$ cat config.mk
export PLATFORM = sky130hd
export DESIGN_NAME = id_ex_stage
export DESIGN_NICKNAME = d
export VERILOG_FILES = /design/src/rtl/riscv_pkg.sv /design/src/rtl/pipe_skid_buf.sv /design/src/rtl/id_ex_stage.sv
export SDC_FILE = /design/constraint.sdc
export NUM_CORES = 1
export LEC_CHECK = 0
export CORE_MARGIN = 5
export CORE_UTILIZATION = 55
export DETAILED_ROUTE_END_ITERATION = 7
export DONT_BUFFER_PORTS = 1
export GPL_TIMING_DRIVEN = 0
export MAX_ROUTING_LAYER = met4
export PLACE_DENSITY = 0.66
export REMOVE_ABC_BUFFERS = 1
export SYNTH_ARGS = -nofsm -noshare
export SYNTH_HDL_FRONTEND = slang
export SYNTH_SLANG_ARGS = --single-unit
$ cat constraint.sdc
create_clock -name clk -period 4.6 [get_ports clk]
set_input_delay 1.15 -clock clk [delete_from_list [all_inputs] [get_ports clk]]
set_output_delay 1.15 -clock clk [all_outputs]
set_load 0.02 [all_outputs]
$ cat src/rtl/riscv_pkg.sv
// Shared pipeline definitions: control-bundle layout, opcode constants and halt FSM encoding.
package riscv_pkg;

    localparam int CTRL_W         = 11;
    localparam int CTRL_REGWRITE  = 10;
    localparam int CTRL_IMMSRC_HI = 9;
    localparam int CTRL_IMMSRC_LO = 8;
    localparam int CTRL_ALUSRC    = 7;
    localparam int CTRL_MEMWRITE  = 6;
    localparam int CTRL_RESSRC_HI = 5;
    localparam int CTRL_RESSRC_LO = 4;
    localparam int CTRL_BRANCH    = 3;
    localparam int CTRL_ALUOP_HI  = 2;
    localparam int CTRL_ALUOP_LO  = 1;
    localparam int CTRL_JUMP      = 0;

    localparam logic [6:0] OP_ECALL   = 7'b1110011;
    localparam logic [6:0] OP_CUSTOM0 = 7'b0001011;

    typedef enum logic [1:0] {
        ST_RUN    = 2'd0,
        ST_DRAIN  = 2'd1,
        ST_HALTED = 2'd2
    } halt_state_e;

endpackage

$ cat src/rtl/pipe_skid_buf.sv
// Two-entry valid/ready skid buffer (MAIN drives the output, SKID absorbs one beat of
// backpressure) with a registered upstream ready and a synchronous flush.
module pipe_skid_buf #(
    parameter int W = 8
) (
    input  logic         clk,
    input  logic         rst_n,
    input  logic         flush_i,
    input  logic         push_i,
    input  logic [W-1:0] data_i,
    output logic         ready_o,
    output logic         valid_o,
    input  logic         ready_i,
    output logic [W-1:0] data_o,
    output logic         empty_o
);

    logic         main_valid_q, main_valid_d;
    logic         skid_valid_q, skid_valid_d;
    logic [W-1:0] main_q, main_d;
    logic [W-1:0] skid_q, skid_d;
    logic         ready_q;

    // Next-state of both entries; flush wins over any same-cycle accept.
    always_comb begin
        main_valid_d = main_valid_q;
        skid_valid_d = skid_valid_q;
        main_d       = main_q;
        skid_d       = skid_q;
        if (flush_i) begin
            main_valid_d = 1'b0;
            skid_valid_d = 1'b0;
        end else if (!main_valid_q || ready_i) begin
            if (skid_valid_q) begin
                main_d       = skid_q;
                main_valid_d = 1'b1;
                skid_valid_d = push_i;
                skid_d       = push_i ? data_i : skid_q;
            end else if (push_i) begin
                main_d       = data_i;
                main_valid_d = 1'b1;
            end else begin
                main_valid_d = 1'b0;
            end
        end else if (push_i) begin
            skid_d       = data_i;
            skid_valid_d = 1'b1;
        end else begin
            skid_valid_d = skid_valid_q;
        end
    end

    // Entry storage and registered ready.
    always_ff @(posedge clk or negedge rst_n) begin
        if (!rst_n) begin
            main_valid_q <= 1'b0;
            skid_valid_q <= 1'b0;
            main_q       <= {W{1'b0}};
            skid_q       <= {W{1'b0}};
            ready_q      <= 1'b1;
        end else begin
            main_valid_q <= main_valid_d;
            skid_valid_q <= skid_valid_d;
            main_q       <= main_d;
            skid_q       <= skid_d;
            ready_q      <= !skid_valid_d;
        end
    end

    assign ready_o = ready_q;
    assign valid_o = main_valid_q;
    assign data_o  = main_q;
    assign empty_o = !main_valid_q && !skid_valid_q;

endmodule

$ cat src/rtl/id_ex_stage.sv
// ID/EX pipeline register built on a two-entry skid buffer, with bubble masking of the control
// bundle. Define ID_EX_ECALL_HALT_EN to enable the ECALL drain-and-halt sequence.
module id_ex_stage #(
    parameter int XLEN   = 32,
    parameter int CTRL_W = 11
) (
    input  logic              clk,
    input  logic              rst,
    input  logic              in_valid,
    output logic              in_ready,
    input  logic [CTRL_W-1:0] in_ctrl,
    input  logic              in_is_ecall,
    input  logic [XLEN-1:0]   in_pc,
    input  logic [XLEN-1:0]   in_pc4,
    input  logic [XLEN-1:0]   in_rd1,
    input  logic [XLEN-1:0]   in_rd2,
    input  logic [XLEN-1:0]   in_imm,
    input  logic [4:0]        in_rs1,
    input  logic [4:0]        in_rs2,
    input  logic [4:0]        in_rd,
    input  logic [2:0]        in_funct3,
    input  logic              in_funct7b5,
    input  logic              flush,
    output logic              out_valid,
    input  logic              out_ready,
    output logic [CTRL_W-1:0] out_ctrl,
    output logic [XLEN-1:0]   out_pc,
    output logic [XLEN-1:0]   out_pc4,
    output logic [XLEN-1:0]   out_rd1,
    output logic [XLEN-1:0]   out_rd2,
    output logic [XLEN-1:0]   out_imm,
    output logic [4:0]        out_rs1,
    output logic [4:0]        out_rs2,
    output logic [4:0]        out_rd,
    output logic [2:0]        out_funct3,
    output logic              out_funct7b5,
    output logic              halted
);
    import riscv_pkg::*;

    localparam int PAY_W = CTRL_W + 5 * XLEN + 19;

    logic [PAY_W-1:0]  pay_in_s, pay_out_s;
    logic [CTRL_W-1:0] ctrl_s;
    logic              accept_s, push_s, flush_eff_s;
    logic              buf_ready_s, buf_valid_s, buf_empty_s;

    assign pay_in_s = {in_ctrl, in_pc, in_pc4, in_rd1, in_rd2, in_imm,
                       in_rs1, in_rs2, in_rd, in_funct3, in_funct7b5};
    assign {ctrl_s, out_pc, out_pc4, out_rd1, out_rd2, out_imm,
            out_rs1, out_rs2, out_rd, out_funct3, out_funct7b5} = pay_out_s;

    assign accept_s  = in_valid && in_ready;
    assign out_valid = buf_valid_s;
    assign out_ctrl  = buf_valid_s ? ctrl_s : {CTRL_W{1'b0}};

    pipe_skid_buf #(.W(PAY_W)) u_buf (
        .clk     (clk),
        .rst_n   (rst),
        .flush_i (flush_eff_s),
        .push_i  (push_s),
        .data_i  (pay_in_s),
        .ready_o (buf_ready_s),
        .valid_o (buf_valid_s),
        .ready_i (out_ready),
        .data_o  (pay_out_s),
        .empty_o (buf_empty_s)
    );

`ifdef ID_EX_ECALL_HALT_EN
    halt_state_e state_q;
    logic        run_q;
    logic        halted_q;

    // The ECALL beat itself is consumed here and never reaches the buffer.
    assign push_s      = accept_s && !in_is_ecall;
    assign flush_eff_s = flush && (state_q != ST_HALTED);
    assign in_ready    = buf_ready_s && run_q;
    assign halted      = halted_q;

    // Halt FSM: RUN -> DRAIN on an accepted ECALL, DRAIN -> HALTED once empty, flush cancels DRAIN.
    always_ff @(posedge clk or negedge rst) begin
        if (!rst) begin
            state_q  <= ST_RUN;
            run_q    <= 1'b1;
            halted_q <= 1'b0;
        end else begin
            case (state_q)
                ST_RUN: begin
                    if (accept_s && in_is_ecall && !flush) begin
                        state_q <= ST_DRAIN;
                        run_q   <= 1'b0;
                    end else begin
                        state_q <= ST_RUN;
                        run_q   <= 1'b1;
                    end
                    halted_q <= 1'b0;
                end
                ST_DRAIN: begin
                    if (flush) begin
                        state_q  <= ST_RUN;
                        run_q    <= 1'b1;
                        halted_q <= 1'b0;
                    end else if (buf_empty_s) begin
                        state_q  <= ST_HALTED;
                        run_q    <= 1'b0;
                        halted_q <= 1'b1;
                    end else begin
                        state_q  <= ST_DRAIN;
                        run_q    <= 1'b0;
                        halted_q <= 1'b0;
                    end
                end
                ST_HALTED: begin
                    state_q  <= ST_HALTED;
                    run_q    <= 1'b0;
                    halted_q <= 1'b1;
                end
                default: begin
                    state_q  <= ST_RUN;
                    run_q    <= 1'b1;
                    halted_q <= 1'b0;
                end
            endcase
        end
    end
`else
    logic unused_ecall_s;

    assign unused_ecall_s = in_is_ecall;
    assign push_s         = accept_s;
    assign flush_eff_s    = flush;
    assign in_ready       = buf_ready_s;
    assign halted         = 1'b0;
`endif

endmodule

==> qor.yml, run 1 <==
setup_viol: 0
p_clk_share_pct: 33.3
p_comb_share_pct: 11.6
viasPerCell: 5.57
routed_wl_um: 34500
fmax_ghz: 0.267
grt_pass1_wl_um: 53800
synth_cell_types: 20
finalSetupTns_ns: 0
cts_sinks: 383
num_antenna_cells: 0
num_vias: 8449
antenna_found_initial: 0
synth_top_cell_by_area: "dfrtp_1"
post-cts-setup-buffers: 0
end_kind: "flop"
swShare_pct: 27.3
drive_gt1_share_pct: 47.9
min_path_type: "input port to async pin"
yosysSeqAreaShare_pct: 53.2
criticalPathCategory: "flop to flop"
min_period_over_period_pct: 81.4
cts_root_buf: "clkbuf_16"
clk_pin_slew_ns: 0.06
yosys_most_used_dff: "dfrtp_1"
synth_most_common_cell: "mux2_2"
fin_skew_ns: 0.0172
arrival_ns: 4.15
die_area_sq_um: 36500
slew_headroom_pct: -4.81
grt_remaining_overflow: 0
io_buffer_count: 0
synth_top_area_share_pct: 53.1
rsz0062_at_grt: "false"
synth_commonest_cells: "423 x mux2_2, 382 x dfrtp_1, 189 x buf_4, 147 x mux2_1, 21 x buf_2"
synthTopCellsByArea: "dfrtp_1 53%, mux2_2 26%, mux2_1 9.2%"
hold_violations: 0
postLayoutCoreUtil_pct: 57.4
p_leak_nw: 7.73
n_fill_cell: 2620
grt_use_total_pct: 19.2
hold_ws_ns: 0.340
die_w_um: 191
dr.pass1.iters: 4
dp_hpwl_um: 24100
crit_fanout: 43
finalInstanceArea_sq_um: 18600
grt_max_degree: 384
cts.path.max_buffers: 3
final-max-slew-violation-count: 103
grt_pass1_vias: 9335
crit_path_start_kind: "flop"
dpl_cell_area_sq_um: 17300
status: "finished, violations left"
ios: 389
cts_tree: "built"
synth-edff-count: 0
clkLatencyLatePin_ns: 0.52
yosys_register_bits: 383
ys_warn_count: 0
fp-row-count: 66
cts_made_buffers: 42
wl_per_cell_um: 22.7
worst_slew_pin_slew_ns: 1.57
async_flop_share_pct: 100
drtAntennaViolNets: 0
seqPwrFrac_pct: 55.1
coreArea_sq_um: 32500
synth_area_sq_um: 18000
first_iter_violations: 255
hold_buffers: 0
cp_data_required_time_ns: 5.00
die_h_um: 191
area_growth_pct: 3.42
violations: "slew limit"
switchingPower_mw: 2.56
htreeDepth: 2
place_congestion: 0.722
peakVddDrop_mv: 0.349
post-route-drc-count: 0
max_cap_violations: 0
internal-power_mw: 6.84
synthCells: 1219
post_cts_resize_count: 0
initial_core_util_pct: 55.5
period_needed_ns: 3.74
power_density_nw_per_um2: 505
syn_avg_cell_area_sq_um: 14.8
finalNetCount: 1245
[final cells by class]
class | instances | area, sq um | area share (%)
inverters | 1 | 3.75 | 0.0202
repair buffers | 29 | 611 | 3.28
clock buffers | 61 | 1200 | 6.46
well taps | 442 | 553 | 2.97
flip-flops and latches | 383 | 9590 | 51.5
multi-input cells | 592 | 6580 | 35.4
clock inverters | 9 | 78.8 | 0.423
[worst max-delay path, cell delays in order, from the launching register on]
cell and delay [ns]:
dfrtp_4 0.76, buf_16 0.31, inv_2 0.11, a211oi_4 0.71
buf_16 0.23, buf_8 0.19, buf_8 0.20, buf_8 0.20
buf_16 0.17, buf_16 0.16, buf_8 0.18, mux2_2 0.36
[power groups by stage]
stage	Sequential [mW]	Clock, mW	Combinational (mW)
2_1_floorplan	5.03	0	0.992
6_report	5.18	3.13	1.09
3_5_place_dp	5.25	0	1.11
5_1_grt	5.30	3.36	1.22
4_1_cts	5.20	3.23	1.11
3_3_place_gp	5.23	0	1.12
[layer usage]
metal / vias to the layer above / global-route usage (%) / wire (um)
li1: 3750 / - / -
met1: 4361 / 21.4 / 12400
met2: 271 / 30.0 / 16200
met3: 67 / 9.99 / 4650
met4: 0 / 6.52 / 1210
met5: - / - / 0
[stage by stage]
step | power (mW) | setup WS (ns) | instances
after floorplan | 6.02 | -15.27 | 976
after global placement | 6.35 | -27.51 | 1418
after detailed placement | 6.36 | 0.668 | 1447
after CTS | 9.54 | 0.787 | 1517
after global routing | 9.87 | 0.623 | 1517
final | 9.40 | 0.856 | 1517
[logic make-up after synthesis]
kind of cell,synth area share (%)
muxes,35.6
DFF,53.2
buffers and inverters,10.3
and+or+nand+nor,0.584
AOI/OAI and AO/OA,0.146
adders and majority gates,0.0556
other,0.0208
[path summary, 6_finish.rpt]
path / cells past startpoint / start / slack, ns / endpoint
max in group asynchronous: 0 / rst / 3.00 / u_buf.skid_q[156]
worst min register to register: 1 / u_buf.skid_q[172] / 0.48 / u_buf.skid_q[172]
worst max-delay path: 11 / u_buf.skid_valid_q / 0.86 / u_buf.data_o[36]
worst max register to register: 11 / u_buf.skid_valid_q / 0.86 / u_buf.data_o[36]
min in group clk: 1 / u_buf.skid_q[172] / 0.48 / u_buf.skid_q[172]
worst min-delay path: 0 / rst / 0.34 / u_buf.skid_q[117]
[state kept, by name, indices dropped and copies added, names as in the netlist]
name / count
u_buf.data_o: 190
u_buf.skid_q: 190
u_buf.ready_o: 1
u_buf.skid_valid_q: 1
u_buf.valid_o: 1
[layout by cell type, fill, tap and decap left out]
master,instances
nand2b_1,2
conb_1,1
nand2_1,1
mux2_2,423
a211oi_4,2
clkinv_2,5
maj3_1,1
clkbuf_1,12
clkbuf_8,6
inv_6,1
nor2b_1,1
dfrtp_1,381
buf_8,15
dfstp_2,1
bufinv_16,1
a31oi_1,1
buf_16,14
and2b_1,1
clkinvlp_4,2
dfrtp_4,1
clkbuf_16,43
mux2_1,147
inv_2,1
and2_1,12
Power figures use the tool's default switching activity.
==> inputs of run 2 (changes only) <==
clock period = 3.5 ns   (was 4.6 ns; I/O delays follow)
==> qor.yml, run 2 (same netlist as run 1, synthesis figures left out) <==
status: "finished clean"  # was finished, violations left
critPathBufInv: 9  # unchanged
first_iter_violations: 249  # was 255
htreeDepth: 2  # unchanged
cts_root_buf: "clkbuf_16"  # unchanged
coreArea_sq_um: 32500  # unchanged
final_cell_mix: "423 x mux2_2, 381 x dfrtp_1, 147 x mux2_1"  # unchanged
fmax_ghz: 0.313  # was 0.267 GHz
peakVddDrop_mv: 0.458  # was 0.349 mV
hold_ws_ns: 0.0652  # was 0.340 ns
clk_pin_slew_ns: 0.06  # about the same
setup_slack_ns: 0.309  # was 0.856 ns
max_cap_violations: 0  # unchanged
slew_headroom_pct: 55.9  # was -4.81%
power_density_nw_per_um2: 662  # was 505 nW/um^2
num_antenna_cells: 0  # unchanged
worst_slew_pin_slew_ns: 0.661  # was 1.57 ns
routed_wl_um: 34600  # was 34500 um
io_buffer_count: 0  # unchanged
wl_per_cell_um: 22.8  # was 22.7 um
grt_use_total_pct: 19.3  # was 19.2%
cp_top_family: "buffers and inverters"  # unchanged
hold_violations: 0  # unchanged
period_needed_ns: 3.19  # was 3.74 ns
cts_made_buffers: 42  # unchanged
cp_data_required_time_ns: 3.91  # was 5.00 ns
multi_input_area_sq_um: 6580  # unchanged
criticalPathCategory: "flop to flop"  # unchanged
grt_max_degree: 384  # unchanged
grt_remaining_overflow: 0  # unchanged
dpl.cell_count: 1447  # unchanged
die_area_sq_um: 36500  # unchanged
grt_pass1_wl_um: 53900  # was 53800 um
final_common_cell: "mux2_2"  # unchanged
postLayoutCoreUtil_pct: 57.5  # was 57.4%
place_congestion: 0.722  # unchanged
n_fill_cell: 2612  # was 2620
finalInstanceArea_sq_um: 18700  # was 18600 sq um
end_kind: "flop"  # unchanged
finalNetCount: 1248  # was 1245
drtAntennaViolNets: 0  # unchanged
drive_gt1_share_pct: 48.1  # was 47.9%
dp_hpwl_um: 24100  # unchanged
crit_fanout: 43  # unchanged
fp-row-count: 66  # unchanged
area_growth_pct: 3.64  # was 3.42%
setup_viol: 0  # unchanged
arrival_ns: 3.60  # was 4.15 ns
viasPerCell: 5.57  # about the same
seqCellArea_sq_um: 9590  # unchanged
fin_skew_ns: 0.0176  # was 0.0172 ns
p_leak_nw: 7.75  # was 7.73 nW
cts_tree: "built"  # unchanged
finalNonFillerCells: 1520  # was 1517
dp_slack_ns: -0.308  # was 0.668 ns
min_path_type: "input port to async pin"  # unchanged
ios: 389  # unchanged
dr.pass1.iters: 4  # unchanged
hold_buffers: 0  # unchanged
timing.rr.start: "u_buf.skid_valid_q"  # unchanged
finalSetupTns_ns: 0  # unchanged
clkLatencyLatePin_ns: 0.52  # about the same
die_h_um: 191  # unchanged
grt_pass1_vias: 9330  # was 9335
worstPathCellList: "buf_16 -> inv_2 -> a211oi_4 -> buf_16 -> buf_8 -> buf_8 -> buf_8 -> buf_16 -> buf_16 -> buf_8 -> mux2_2"  # unchanged
crit_path_start_kind: "flop"  # unchanged
critPathLaunch: "u_buf.skid_valid_q"  # unchanged
dpl_cell_area_sq_um: 17300  # unchanged
initial_core_util_pct: 55.5  # unchanged
cts.path.max_buffers: 3  # unchanged
cts_sinks: 383  # unchanged
num_vias: 8460  # was 8449
final-max-slew-violation-count: 0  # was 103
die_w_um: 191  # unchanged
slowest_stage: "dfrtp_4"  # unchanged
max_stage_delay_ns: 0.63  # was 0.76 ns
antenna_found_initial: 0  # unchanged
min_period_over_period_pct: 91.2  # was 81.4%
post-route-drc-count: 0  # unchanged
total_power_mw: 12.4  # was 9.40 mW
rsz0062_at_grt: "false"  # unchanged
-- run 2: cell types whose count changed in the layout (fill, tap and decap cells not counted) --
cell	change
clkbuf_16	+1
buf_4	+2
-- run 2: cell type report --
class                   instances  area share [%]
clock inverters                 9           0.422
repair buffers                 32            3.49
multi-input cells             592            35.3
flip-flops and latches        383            51.4
well taps                     442            2.96
clock buffers                  61            6.45
inverters                       1          0.0201
-- run 2: path summary, 6_finish.rpt --
check	end	slack [ns]	cells past startpoint
hold / removal	u_buf.skid_q[117]	0.07	0
max in group asynchronous	u_buf.skid_valid_q	2.83	0
setup / recovery	u_buf.data_o[36]	0.31	11
hold reg to reg	u_buf.skid_q[172]	0.48	1
setup reg to reg	u_buf.data_o[36]	0.31	11
min in group clk	u_buf.skid_valid_q	0.42	1
-- run 2: power breakdown --
part           internal [mW]  switching (mW)  leakage (nW)
Combinational          0.986           0.454          2.55
Sequential              5.56            1.25          4.58
Clock                   2.45            1.67         0.626
-- run 2: layer usage --
layer	vias up	part of all wire [%]	track usage, %
met5	-	0	-
met4	0	3.2	6.33
met3	63	14	9.99
met2	275	47	30.2
met1	4365	36	21.4
li1	3757	-	-
-- run 2: what timing repair did --
action	CTS	global route
setup endpoints to repair	45	13
buffers inserted	2	1
pin swaps	2	0
resized for setup	0	0
